## src/rtl/reg_scoreboard_if.sv

```systemverilog
// Decode/writeback/scoreboard bundle between the issue stage, the regfile write port and reg_scoreboard.
// master = pipeline side (drives issue, writeback, flush); slave = scoreboard side.
// Carries the ready handshake and the registered status outputs.
interface reg_scoreboard_if;
  logic        issue_valid;
  logic        issue_ready;
  logic [4:0]  issue_rs1;
  logic        issue_rs1_used;
  logic [4:0]  issue_rs2;
  logic        issue_rs2_used;
  logic [4:0]  issue_rd;
  logic        issue_rd_wr;
  logic        wb_en;
  logic [4:0]  wb_reg;
  logic        flush;
  logic [31:0] busy;
  logic [31:0] stall_cnt;
  logic        wb_underflow;

  modport master (
    output issue_valid, issue_rs1, issue_rs1_used, issue_rs2, issue_rs2_used,
           issue_rd, issue_rd_wr, wb_en, wb_reg, flush,
    input  issue_ready, busy, stall_cnt, wb_underflow
  );

  modport slave (
    input  issue_valid, issue_rs1, issue_rs1_used, issue_rs2, issue_rs2_used,
           issue_rd, issue_rd_wr, wb_en, wb_reg, flush,
    output issue_ready, busy, stall_cnt, wb_underflow
  );
endinterface

```

## src/rtl/reg_scoreboard.sv

```systemverilog
// RAW scoreboard for x1..x31: per-register pending-write counters gate decode issue.
// issue_ready is combinational (zero latency); busy/stall_cnt/wb_underflow are registered, one-cycle update.
// Backpressure: issue_ready drops on source hazard, counter saturation or flush.
// Optional feature macro SCOREBOARD_WB_BYPASS_EN: a source whose last pending write is on the
// regfile write port this cycle does not stall (needs regfile write-through/forwarding).
module reg_scoreboard #(
  parameter int CNT_WIDTH = 2
) (
  input  logic            clk,
  input  logic            rst,
  reg_scoreboard_if.slave sb
);

  localparam logic [CNT_WIDTH-1:0] CNT_MAX  = '1;
  localparam logic [CNT_WIDTH-1:0] CNT_ONE  = CNT_WIDTH'(1);
  localparam logic [CNT_WIDTH-1:0] CNT_ZERO = '0;

  // Per-register in-flight write counts; entry 0 is held at zero so x0 never looks busy.
  logic [CNT_WIDTH-1:0] r_pending [0:31];
  logic [31:0]          r_stall_cnt;
  logic                 r_wb_underflow;

  logic [CNT_WIDTH-1:0] w_rs1_pend;
  logic [CNT_WIDTH-1:0] w_rs2_pend;
  logic [CNT_WIDTH-1:0] w_rd_pend;
  logic [CNT_WIDTH-1:0] w_wb_pend;
  logic                 w_rs1_haz;
  logic                 w_rs2_haz;
  logic                 w_sat_haz;
  logic                 w_ready;
  logic                 w_fire_wr;
  logic                 w_wb_live;
  logic                 w_underflow_nxt;
  logic [31:0]          w_busy;

  assign w_rs1_pend = r_pending[sb.issue_rs1];
  assign w_rs2_pend = r_pending[sb.issue_rs2];
  assign w_rd_pend  = r_pending[sb.issue_rd];
  assign w_wb_pend  = r_pending[sb.wb_reg];

  // A writeback to x0 is dropped by the regfile, so it is ignored here too.
  assign w_wb_live = sb.wb_en && (sb.wb_reg != 5'd0);

  // Source hazard detection; the bypass lets a source through when its only pending write lands now.
  always_comb begin
    w_rs1_haz = sb.issue_rs1_used && (sb.issue_rs1 != 5'd0) && (w_rs1_pend != CNT_ZERO);
    w_rs2_haz = sb.issue_rs2_used && (sb.issue_rs2 != 5'd0) && (w_rs2_pend != CNT_ZERO);
`ifdef SCOREBOARD_WB_BYPASS_EN
    if (w_rs1_pend == CNT_ONE && w_wb_live && sb.wb_reg == sb.issue_rs1) begin
      w_rs1_haz = 1'b0;
    end
    if (w_rs2_pend == CNT_ONE && w_wb_live && sb.wb_reg == sb.issue_rs2) begin
      w_rs2_haz = 1'b0;
    end
`endif
  end

  // A saturated counter cannot track another write, so the issue must wait for a writeback.
  assign w_sat_haz = sb.issue_rd_wr && (sb.issue_rd != 5'd0) && (w_rd_pend == CNT_MAX);

  // Ready deliberately ignores issue_valid so decode can look at it before committing.
  assign w_ready     = !(w_rs1_haz || w_rs2_haz || w_sat_haz) && !sb.flush;
  assign w_fire_wr   = sb.issue_valid && w_ready && sb.issue_rd_wr;
  assign w_underflow_nxt = w_wb_live && (w_wb_pend == CNT_ZERO) && !sb.flush;

  // Pending counters: reset/flush clear everything, otherwise each register nets its inc and dec.
  always_ff @(posedge clk) begin
    if (rst || sb.flush) begin
      for (int r = 0; r < 32; r++) begin
        r_pending[r] <= CNT_ZERO;
      end
    end else begin
      for (int r = 1; r < 32; r++) begin
        logic v_inc;
        logic v_dec;
        v_inc = w_fire_wr && (sb.issue_rd == 5'(r));
        v_dec = w_wb_live && (sb.wb_reg == 5'(r)) && (r_pending[r] != CNT_ZERO);
        case ({v_inc, v_dec})
          2'b10:   r_pending[r] <= r_pending[r] + CNT_ONE;
          2'b01:   r_pending[r] <= r_pending[r] - CNT_ONE;
          default: r_pending[r] <= r_pending[r];
        endcase
      end
    end
  end

  // Saturating stall counter; flush cycles with a presented instruction count as stalls.
  always_ff @(posedge clk) begin
    if (rst) begin
      r_stall_cnt <= 32'd0;
    end else if (sb.issue_valid && !w_ready && (r_stall_cnt != 32'hFFFF_FFFF)) begin
      r_stall_cnt <= r_stall_cnt + 32'd1;
    end
  end

  // One-cycle pulse when a writeback arrives for a register with nothing in flight.
  always_ff @(posedge clk) begin
    if (rst) begin
      r_wb_underflow <= 1'b0;
    end else begin
      r_wb_underflow <= w_underflow_nxt;
    end
  end

  // Busy view derived from the registered counters.
  always_comb begin
    w_busy = 32'd0;
    for (int r = 1; r < 32; r++) begin
      w_busy[r] = (r_pending[r] != CNT_ZERO);
    end
  end

  assign sb.issue_ready  = w_ready;
  assign sb.busy         = w_busy;
  assign sb.stall_cnt    = r_stall_cnt;
  assign sb.wb_underflow = r_wb_underflow;

endmodule

```

## src/flat_wrapper.sv

```systemverilog
// flat-port wrapper written by rule: the top's interface ports become plain ports
module reg_scoreboard_flat 
#(
  parameter int CNT_WIDTH = 2
)
  (clk, rst, sb_issue_valid, sb_issue_rs1, sb_issue_rs1_used, sb_issue_rs2, sb_issue_rs2_used, sb_issue_rd, sb_issue_rd_wr, sb_wb_en, sb_wb_reg, sb_flush, sb_issue_ready, sb_busy, sb_stall_cnt, sb_wb_underflow);
  reg_scoreboard_if sb_i ();
  input  logic clk;
  input  logic rst;
  input wire logic [$bits(sb_i.issue_valid)-1:0] sb_issue_valid;
  input wire logic [$bits(sb_i.issue_rs1)-1:0] sb_issue_rs1;
  input wire logic [$bits(sb_i.issue_rs1_used)-1:0] sb_issue_rs1_used;
  input wire logic [$bits(sb_i.issue_rs2)-1:0] sb_issue_rs2;
  input wire logic [$bits(sb_i.issue_rs2_used)-1:0] sb_issue_rs2_used;
  input wire logic [$bits(sb_i.issue_rd)-1:0] sb_issue_rd;
  input wire logic [$bits(sb_i.issue_rd_wr)-1:0] sb_issue_rd_wr;
  input wire logic [$bits(sb_i.wb_en)-1:0] sb_wb_en;
  input wire logic [$bits(sb_i.wb_reg)-1:0] sb_wb_reg;
  input wire logic [$bits(sb_i.flush)-1:0] sb_flush;
  output wire logic [$bits(sb_i.issue_ready)-1:0] sb_issue_ready;
  output wire logic [$bits(sb_i.busy)-1:0] sb_busy;
  output wire logic [$bits(sb_i.stall_cnt)-1:0] sb_stall_cnt;
  output wire logic [$bits(sb_i.wb_underflow)-1:0] sb_wb_underflow;
  assign sb_i.issue_valid = sb_issue_valid;
  assign sb_i.issue_rs1 = sb_issue_rs1;
  assign sb_i.issue_rs1_used = sb_issue_rs1_used;
  assign sb_i.issue_rs2 = sb_issue_rs2;
  assign sb_i.issue_rs2_used = sb_issue_rs2_used;
  assign sb_i.issue_rd = sb_issue_rd;
  assign sb_i.issue_rd_wr = sb_issue_rd_wr;
  assign sb_i.wb_en = sb_wb_en;
  assign sb_i.wb_reg = sb_wb_reg;
  assign sb_i.flush = sb_flush;
  assign sb_issue_ready = sb_i.issue_ready;
  assign sb_busy = sb_i.busy;
  assign sb_stall_cnt = sb_i.stall_cnt;
  assign sb_wb_underflow = sb_i.wb_underflow;
  reg_scoreboard #(.CNT_WIDTH(CNT_WIDTH)) u_core (.clk(clk), .rst(rst), .sb(sb_i));
endmodule
```

## config.mk

```make
export PLATFORM = sky130hd
export DESIGN_NAME = reg_scoreboard_flat
export DESIGN_NICKNAME = d
export VERILOG_FILES = /design/src/rtl/reg_scoreboard_if.sv /design/src/rtl/reg_scoreboard.sv /design/src/flat_wrapper.sv
export SDC_FILE = /design/constraint.sdc
export NUM_CORES = 1
export LEC_CHECK = 0
export BUFFER_PORTS_ARGS = -buffer_cell sky130_fd_sc_hd__buf_2
export CORE_ASPECT_RATIO = 1.75
export CORE_MARGIN = 3
export CORE_UTILIZATION = 65
export CTS_BUF_LIST = sky130_fd_sc_hd__clkbuf_4 sky130_fd_sc_hd__clkbuf_8
export DETAILED_ROUTE_END_ITERATION = 16
export GPL_TIMING_DRIVEN = 0
export PLACE_DENSITY = 0.88
export SETUP_SLACK_MARGIN = 0.2
export SYNTH_ARGS = -nofsm -noshare
export SYNTH_HDL_FRONTEND = slang
export SYNTH_SLANG_ARGS = --single-unit
```

## constraint.sdc

```tcl
create_clock -name clk -period 5.9 [get_ports clk]
set_clock_uncertainty 0.05 [all_clocks]
set_input_delay 0.59 -clock clk [delete_from_list [all_inputs] [get_ports clk]]
set_output_delay 0.59 -clock clk [all_outputs]
set_load 0.02 [all_outputs]
```

## Word-level counts from Yosys, hierarchy flattened

Memory sizes are Yosys's and may differ from the RTL's.
Cells that the tools add are included.

| storage, ports and cells | value |
|---|---|
| input port bits | 28 |
| memories | 1 |
| bits in writable memories | 64 |
| register bits | 33 |

Memories:

| name | words | width | rd ports | clocked after memory_dff | write ports | line | text |
|---|---|---|---|---|---|---|---|
| u_core.r_pending | 32 | 2 | 35 | 0 | 32 | reg_scoreboard.sv:19 | `logic [CNT_WIDTH-1:0] r_pending [0:31];` |

| operators by class | value |
|---|---|
| bitwise gates (word level) | 93 |
| add/subtract/negate cells | 63 |
| muxes and demuxes | 374 |
| reductions and logical operators | 182 |
| equal/unequal tests | 126 |

Operators with widths:

| cell | number |
|---|---|
| two-way mux 1 bit | 281 |
| two-way mux 2 bit | 93 |
| == test 5 bit, second input constant | 32 |
| logical AND 1 bit | 107 |
| bitwise OR 1 bit | 93 |
| == test 5 x 4 -> 1 bit, second input constant | 16 |
| nonzero test 2 bit | 33 |
| == test 2 bit, second input constant | 32 |
| adder 2 x 1 -> 2 bit, second input constant | 31 |
| == test 2 x 1 -> 1 bit, second input constant | 31 |
| OR reduction 2 bit | 31 |
| subtractor 2 x 1 -> 2 bit, second input constant | 31 |
| == test 5 x 3 -> 1 bit, second input constant | 8 |
| adder 32 x 1 -> 32 bit, second input constant | 1 |
| != test 32 bit, second input constant | 1 |
| == test 5 x 2 -> 1 bit, second input constant | 4 |
| nonzero test 5 bit | 4 |
| == test 5 x 1 -> 1 bit, second input constant | 2 |
| zero test 1 bit | 3 |
| logical OR 1 bit | 3 |
| zero test 2 bit | 1 |

## Logic depth before layout (Yosys ltp)

Gate-level depths: netlist of the first run.

| depth | value |
|---|---|
| depth after elaboration | 17 |
| depth in mapped cells | 16 |

## Worst setup path before layout of the first run

OpenSTA, ideal clock, no wires.

| timing | value |
|---|---|
| path kind | in2reg |
| start point | input port sb_issue_rd[1] |
| end point | memory u_core.r_pending[9][1], data pin |
| slack | 2.232 ns |
| cell stages on the path | 16 |
| arrival | 3.352 ns |
| data required time | 5.584 ns |
| path buffers | 4 |
| library setup time | 0.266 ns |
| cells stage by stage | buf_2 -> buf_2 -> mux2_1 -> a221oi_1 -> nor3_1 -> o22ai_1 -> a22oi_1 -> and4bb_1 -> buf_6 -> clkbuf_1 -> nand4b_1 -> nand2b_1 -> ha_1 -> xor2_1 -> xnor2_1 -> nor2_1 |

RTL lines:

| element | line | text |
|---|---|---|
| start: declaration | flat_wrapper.sv:15 | `input wire logic [$bits(sb_i.issue_rd)-1:0] sb_issue_rd;` |
| end: declaration | reg_scoreboard.sv:19 |  |

==> results.txt, run 1 <==
The highest attainable clock frequency was 0.214 GHz; the starting DRC count in detailed routing was 590. Headroom to the max-slew limit came out at 50.0%. Data on the critical path arrives at its endpoint at 4.72 ns.

After synthesis, the mean cell area works out to 8.93 um2. In the synthesized netlist the async set-or-reset flop fraction comes to 0%. Of the total power, combinational logic draws 26.1%. Along the worst path, the maximum fanout reaches 10. After detailed routing, the number of vias per cell comes to 6.65. The area of the mapped netlist was 7100 um2. For the count of unique library cells instantiated by Yosys, the log shows 59. Of the cells placed in the final design, the portion with a size suffix greater than 1 is 16.5%. The aggregate routed wire length is 22,000 um, and the pin count of the biggest net entering global routing is 17. The count of synthesis-stage warnings from yosys was 0; the count of mapped cells out of synthesis was 795.

The internal power contribution was 0.00108 W. In this run, synthesis produced a sequential element count of 95. In this run the vertical extent of the chip is 144 um. Once the clock tree was built, the resizer swapped 0 gates to a different size. Final hold slack: 0.451 ns. At the end of routability-driven placement, the weighted congestion stood at 1.02. For this run, the total global-route usage over all layers was measured as 35.9%. During placement, the flow inserted port buffers numbering 85.

The detail route stage leaves a number of antenna-violating nets equal to 0. The maximum resistive drop on vdd was 0.181 mV. The flow ran to the end, and the final reports show no timing, DRC or antenna violations. The number of antenna violations at the first check in global routing is 0.

The core region is 10,500 um2. For the worst-skew pair, the clock arrives at the later sink with an insertion delay of 0.37 ns. At the worst endpoint, the required time is 5.95 ns.

The number of max-cap violations is 0. The total global routing overflow was 0. The number of cells traversed by the worst register-to-register path was 14; the number of cells traversed by the worst hold path was 2. The logs give 857 for the number of nets in the synthesized netlist and 0 for the number of post-CTS setup repair buffers. Detailed routing inserted a total of 6,806 vias. Power spread over the standard cell area amounts to 208 nW/um2. Predominant post-synthesis flop cell: edfxtp_1. The tools report the total clock buffers created by CTS as 9. For the residual DRC count, the log shows 0. The die width is 85.0 um.

The tightest min-delay check is of the register to register type. The die outline area was 12,300 um2; the proportion of power drawn by the clock network was 24.9%. For this configuration, the core starts out at a cell density of 67.7%. The run gives 3 as the number of levels the H-tree was split into. The number of endpoints failing setup at the final stage was 0. The per-cell routed wire length is 21.5 um, and the xor-xnor portion of the synthesized cell area is 7.41%. Final critical delay including setup and external delays: 4.67 ns. After Yosys synthesis, full adders, half adders and majority gates account for 6.00% of the synthesized area.

Clock-pin slew was measured on the worst setup and hold paths at 0.10 ns. Summing the areas of all compound-gate instances in the mapped netlist gives 8.20% of the synthesized area. The cell at the root of the clock tree is clkbuf_8. The worst setup path is captured at a register. The total number of clock tree sinks is 95, and the area added between synthesis and finish is 10.7%. The count of pins over their slew limit is 0, and the portion of the clock cycle consumed by the worst path in the final layout is 79.2%. The via count of the first global-routing pass came out at 6,785. The worst setup path is launched from an input port.

The count of antenna diodes in the layout is 0. The final hold violation count was 0; the post-cts hold buffer count was 0. TritonCTS built the clock tree. The largest buffer count on any clock path was 2. Counting flops with a built-in enable in the synthesized netlist gives 62. Simple logic cell fraction of the synthesized area: 26.6%. The portion of synthesized area spent on multiplexers is 10.9%. Summed over all nets, the switching power comes to 0.000559 W.

The tools report the sequential-to-total area share from yosys stat as 35.5%. The run gives 7 as the length of the first detailed-routing pass in iterations. The tools report the total negative setup slack as 0 ns. For the pin with the worst max-slew slack, the measured transition is 0.750 ns.

The critical path in this run is classified as input port to register. Number of nets at the end of the flow: 953. After legalization and detailed placement, the total HPWL measured 16,900 um. Setup repair after global routing left no endpoint under its margin. Pin placement for this block handled 94 I/O pins. The fraction of power spent switching nets was 34.2%. The floorplan has 49 rows. The tools report the wire length of the first global-routing pass as 34,300 um.

The share of total power dissipated in sequential elements is 49.0%. By area, the combinational part of the netlist is dominated by simple AND/OR/NAND/NOR gates. The static leakage was 3.14 nW.
==> flip-flops by register name, indices dropped and copies added, names as in the netlist <==
name and count:
u_core.sb.stall_cnt 32, u_core.r_pending 62, u_core.sb.wb_underflow 1
==> power groups by stage <==
| stage | Sequential (W) | Clock, W | Combinational (W) |
|---|---|---|---|
| final | 0.000801 | 0.000408 | 0.000427 |
| after global routing | 0.000806 | 0.000429 | 0.000455 |
| after CTS | 0.000799 | 0.000410 | 0.000419 |
| after detailed placement | 0.000814 | 0 | 0.000417 |
| after global placement | 0.000809 | 0 | 0.000408 |
| after floorplan | 0.000804 | 0 | 0.000289 |
==> cells in the final DEF (no fill, tap or decap), drive strengths merged, types with 13 or more instances in the layout <==
master	instances
dfxtp	33
o21ai	16
nor3	46
a21oi	32
mux4	26
inv	41
nor2	111
clkbuf	48
nand3	26
o31ai	21
nand2	88
ha	34
or4	21
xor2	30
buf	97
mux2	13
nand2b	19
edfxtp	62
xnor2	30
==> cells by family after synthesis <==
kind of cell | after synthesis
flops | 95
fa+ha+maj | 34
buf+inv | 90
xor+xnor | 60
mux | 43
compound gates | 90
simple gates | 382
other cells | 1
==> critical path, stage by stage <==
cell and delay, ns:
buf_2 0.31, buf_2 0.34, mux2_1 0.36, a221oi_1 0.43, nor3_1 0.08, o22ai_1 0.24
a22oi_1 0.12, and4bb_1 0.30, buf_6 0.14, clkbuf_1 0.40, nand4b_1 0.51, nand2b_1 0.31
ha_1 0.21, xor2_1 0.17, xnor2_1 0.13, nor2_1 0.06
==> metal layers <==
layer,vias up,routed length [um],global-route usage [%]
met2,484,11000,62.2
met4,0,1280,23.0
met5,-,0,0
met1,3180,7660,40.8
met3,100,2080,5.76
li1,3042,-,-
==> final timing paths <==
check / startpoint / end / slack, ns
setup reg to reg: u_core.r_pending[19][0]$_SDFFCE_PN0P_ / u_core.r_pending[9][1]$_SDFFCE_PP0P_ / 1.42
setup / recovery: sb_issue_rd[1] / u_core.r_pending[9][1]$_SDFFCE_PP0P_ / 1.23
hold / removal: u_core.sb.stall_cnt[4]$_SDFFE_PP0P_ / u_core.sb.stall_cnt[4]$_SDFFE_PP0P_ / 0.45
hold reg to reg: u_core.sb.stall_cnt[4]$_SDFFE_PP0P_ / u_core.sb.stall_cnt[4]$_SDFFE_PP0P_ / 0.45
==> cells in the mapped netlist (all sizes together), types with 2 or more instances <==
library cell    n  area, um2
nand4b          2       17.5
a221oi          2       17.5
a211oi          2       15.0
mux2           13        150
nand2b         19        119
o22ai           6       37.5
xor2           30        263
nor3b           5       37.5
a21oi          32        160
nand4          11       68.8
clkbuf         38        143
nor3           46        230
and2            5       31.3
or4            21        158
xnor2          30        263
edfxtp         62       1860
or3            11       68.8
nand2          88        330
and4            3       26.3
dfxtp          33        661
buf            12       82.6
a2111oi         2       37.5
inv            40        150
nor4b           2       17.5
o21ai          16       80.1
or2             3       18.8
a311oi          2       17.5
and3b           2       17.5
nand3          26        130
mux2i           4       40.0
nor2b          11       68.8
nor2          111        419
o31ai          21        158
and3            9       56.3
or4b            3       30.0
ha             34        425
mux4           26        586
==> cell type report <==
type,instances,area (um2)
clock buffers,10,131
inverters,40,150
multi-input cells,610,4200
flip-flops and latches,95,2520
plain buffers,50,225
clock inverters,6,45.0
repair buffers,85,425
well taps,127,159
fillers,817,2630
==> per-stage QoR <==
| step | power [W] | area [um2] | worst slack (ns) | instances | util [%] |
|---|---|---|---|---|---|
| after CTS | 0.00163 | 7860 | 1.34 | 1023 | 74.9 |
| final | 0.00164 | 7860 | 1.23 | 1023 | 74.9 |
| after detailed placement | 0.00123 | 7680 | 0.949 | 1007 | 73.3 |
| after global placement | 0.00122 | 7680 | 1.06 | 1007 | 73.3 |
| after floorplan | 0.00109 | 7100 | 2.23 | 795 | - |
| after global routing | 0.00169 | 7860 | 1.16 | 1023 | 74.9 |
Note: power is estimated with default switching activity, not from simulation.
==> inputs of run 2 (changes only) <==
--- a/config.mk
+++ b/config.mk
@@ -8,11 +8,11 @@
 export BUFFER_PORTS_ARGS = -buffer_cell sky130_fd_sc_hd__buf_2
 export CORE_ASPECT_RATIO = 1.75
 export CORE_MARGIN = 3
-export CORE_UTILIZATION = 65
+export CORE_UTILIZATION = 55
 export CTS_BUF_LIST = sky130_fd_sc_hd__clkbuf_4 sky130_fd_sc_hd__clkbuf_8
 export DETAILED_ROUTE_END_ITERATION = 16
 export GPL_TIMING_DRIVEN = 0
-export PLACE_DENSITY = 0.88
+export PLACE_DENSITY = 0.8
 export SETUP_SLACK_MARGIN = 0.2
 export SYNTH_ARGS = -nofsm -noshare
 export SYNTH_HDL_FRONTEND = slang
==> constraint.sdc (replaced) <==
create_clock -name clk -period 3.95 [get_ports clk]
set_clock_uncertainty 0.05 [all_clocks]
set_input_delay 0.395 -clock clk [delete_from_list [all_inputs] [get_ports clk]]
set_output_delay 0.395 -clock clk [all_outputs]
set_load 0.02 [all_outputs]
==> results.txt, run 2 (synthesized netlist as in run 1, its figures left out) <==
The flow ran to the end, and the final reports show no timing, DRC or antenna violations. Once placement finished, the instance area stood at 7730 um2. The slack of the critical path is 0.260 ns.

The residual DRC count was 0. Top-level I/O count: 94. In the layout the commonest cells are 90 x buf_2, 88 x nand2_1, 85 x nor2_1, 62 x edfxtp_1, 46 x nor3_1. In the final layout, the share of cells above drive strength 1 is 24.1%. The run gives 0 as the count of antenna diodes in the layout. Of all nets on the critical path, the largest fanout is 10. The design area was 8440 um2; the highest attainable clock frequency was 0.271 GHz.

Setup repair after global routing left no endpoint under its margin. The count of input and output buffers is 85, and the actual slew at the worst max-slew pin is 0.795 ns. Pin count of the biggest net entering global routing: 16. Startpoint type of the worst setup path: an input port.

The tools report the worst-case headroom to the max-slew limit as 47.0%. The first global-routing pass estimated 34,100 um of wire. In this run, the combinational gates consume 27.7% of the power. Once the floorplan was initialized, standard cells occupied 56.5% of the core. The per-cell routed wire length is 20.6 um, and the number of cells in the design after placement is 1,048.

For the die outline area, the log shows 14,400 um2. The final hold violation count was 0; the count of standard-cell rows was 54. Count of pins over their slew limit: 0. The total global routing overflow is 0, and the portion of the clock cycle consumed by the worst path in the final layout is 93.4%.

Setup violations remaining at the end of the flow were counted as 0. In this run the power density over the cells is 310 nW/um2. The internal power contribution came out at 0.00174 W. The via count of the first global-routing pass came out at 6,612. The run gives 6 as the length of the first detailed-routing pass in iterations. The proportion of power drawn by the clock network is 26.0%. OpenSTA, run right after detailed placement, puts the worst setup slack at -0.657 ns. The post-detailed-route via-to-cell ratio was 6.38. From synthesis to final layout, the design area changed by 18.9%. Number of levels the H-tree was split into: 3. Maximum resistive drop on vdd: 0.184 mV. The register with the most flip-flops in the final layout is u_core.r_pending. The vertical extent of the die is 156 um, and the non-filler instance count after layout is 1,102. The run gives 0 as the number of nets still failing antenna checks after routing. The fraction of power spent switching nets is 33.3%, and the aggregate routed wire length is 22,700 um. The die is 91.9 um wide. The post-cts hold buffer count came out at 0.

The largest buffer count on any clock path came out at 2. Critical path start-end classification: input port to register. The data arrival time of the critical path came out at 3.76 ns.

Max-cap violations in this run came to 0. For this design, the sink count on the clock tree is 95. Summed over all nets, the switching power comes to 0.000871 W. For this run, the total global-route usage over all layers was measured as 30.5%. The endpoint required time on the critical path was 4.02 ns; the final critical delay including setup and external delays was 3.69 ns. Clock-pin slew was measured on the worst setup and hold paths at 0.10 ns.

The analysis attributes to cell leakage a power of 3.41 nW. The relative contribution of sequential cells to total power came out at 46.3%. The min-delay analysis places its worst path in the category input port to register. Cell at the root of the clock tree: clkbuf_8. Leaving out fill and tap cells, the most frequent cell in the layout is buf_2.

For the starting DRC count in detailed routing, the log shows 734. After legalization and detailed placement, the total HPWL measured 16,700 um. The logs give 991 for the number of nets at the end of the flow and 9 for the total clock buffers created by CTS. The register with the most flip-flops in the layout has 62 of them. Type of element capturing the critical path: a register. Once layout is complete, the utilization of the core stands at 67.1%. TritonCTS built the clock tree. The run gives 0 as the number of antenna violations at the first check in global routing. The tools report the total via count after detailed routing as 7,033. Clock latency on the worst-skew pair, taken at its later pin, is 0.38 ns. The congestion estimate from routability-driven global placement came to 1.04. The region available for standard cell placement spans 12,600 um2.
==> run 2: changes by cell type in the layout (fill, tap and decap cells not counted), moves of 3 or more <==
| cell | delta |
|---|---|
| nor2_1 | -25 |
| nor2_2 | +5 |
| buf_4 | +39 |
| clkbuf_2 | +3 |
| clkbuf_4 | +3 |
| nor2_4 | +20 |
| clkbuf_1 | -4 |
==> run 2: metal layers <==
layer / routed length, um / vias up / global-route usage, %
met5: 0 / - / 0
li1: - / 3131 / -
met2: 11200 / 459 / 53.7
met1: 7920 / 3301 / 33.3
met3: 1900 / 142 / 5.48
met4: 1690 / 0 / 20.3
==> run 2: path summary, 6_finish.rpt <==
check | start | endpoint | slack (ns) | cells past startpoint
max | sb_issue_rs1[2] | u_core.r_pending[22][1]$_SDFFCE_PN0P_ | 0.26 | 14
min | sb_wb_en | u_core.sb.wb_underflow$_SDFF_PP0_ | 0.33 | 2
max reg2reg | u_core.r_pending[14][0]$_SDFFCE_PP0P_ | u_core.r_pending[22][1]$_SDFFCE_PN0P_ | 0.27 | 15
min reg2reg | u_core.sb.stall_cnt[4]$_SDFFE_PP0P_ | u_core.sb.stall_cnt[4]$_SDFFE_PP0P_ | 0.44 | 2
==> run 2: cell type report <==
cell class,count,area (um2)
fillers,1046,4130
flip-flops and latches,95,2520
repair buffers,123,711
well taps,168,210
clock inverters,4,48.8
inverters,40,150
multi-input cells,610,4410
clock buffers,12,146
plain buffers,50,235
==> run 2: power groups by stage <==
stage	Combinational [W]	Clock [W]	Sequential, W
2_1_floorplan	0.000432	0	0.00120
3_3_place_gp	0.000617	0	0.00121
3_5_place_dp	0.000623	0	0.00121
4_1_cts	0.000639	0.000677	0.00120
5_1_grt	0.000764	0.000712	0.00122
6_report	0.000724	0.000679	0.00121
==> run 2: repair_timing <==
action                     in CTS  in global routing
resized for setup              31                 33
pin swaps                       2                  9
setup endpoints to repair      89                 31
setup buffers                   4                 34
cloned                          0                  0
==> run 2: through the flow <==
| step | setup TNS, ns | hold WS [ns] | total power, W |
|---|---|---|---|
| 5_1_grt | 0 | 0.331 | 0.00269 |
| 4_1_cts | 0 | 0.319 | 0.00252 |
| 2_1_floorplan | 0 | 0.497 | 0.00163 |
| 6_report | 0 | 0.331 | 0.00261 |
| 3_5_place_dp | -20.56 | 0.430 | 0.00184 |
| 3_3_place_gp | -20.85 | 0.426 | 0.00183 |
==> run 2: worst max-delay path: stages <==
cell and delay [ns]:
clkbuf_1 0.58, a211oi_1 0.19, a311oi_2 0.30, nor4b_1 0.12
a2111oi_2 0.41, and4bb_1 0.26, buf_6 0.13, and4b_1 0.19
clkbuf_1 0.41, nand2_1 0.15, ha_1 0.23, xor2_1 0.19
xnor2_1 0.14, nor2_1 0.06
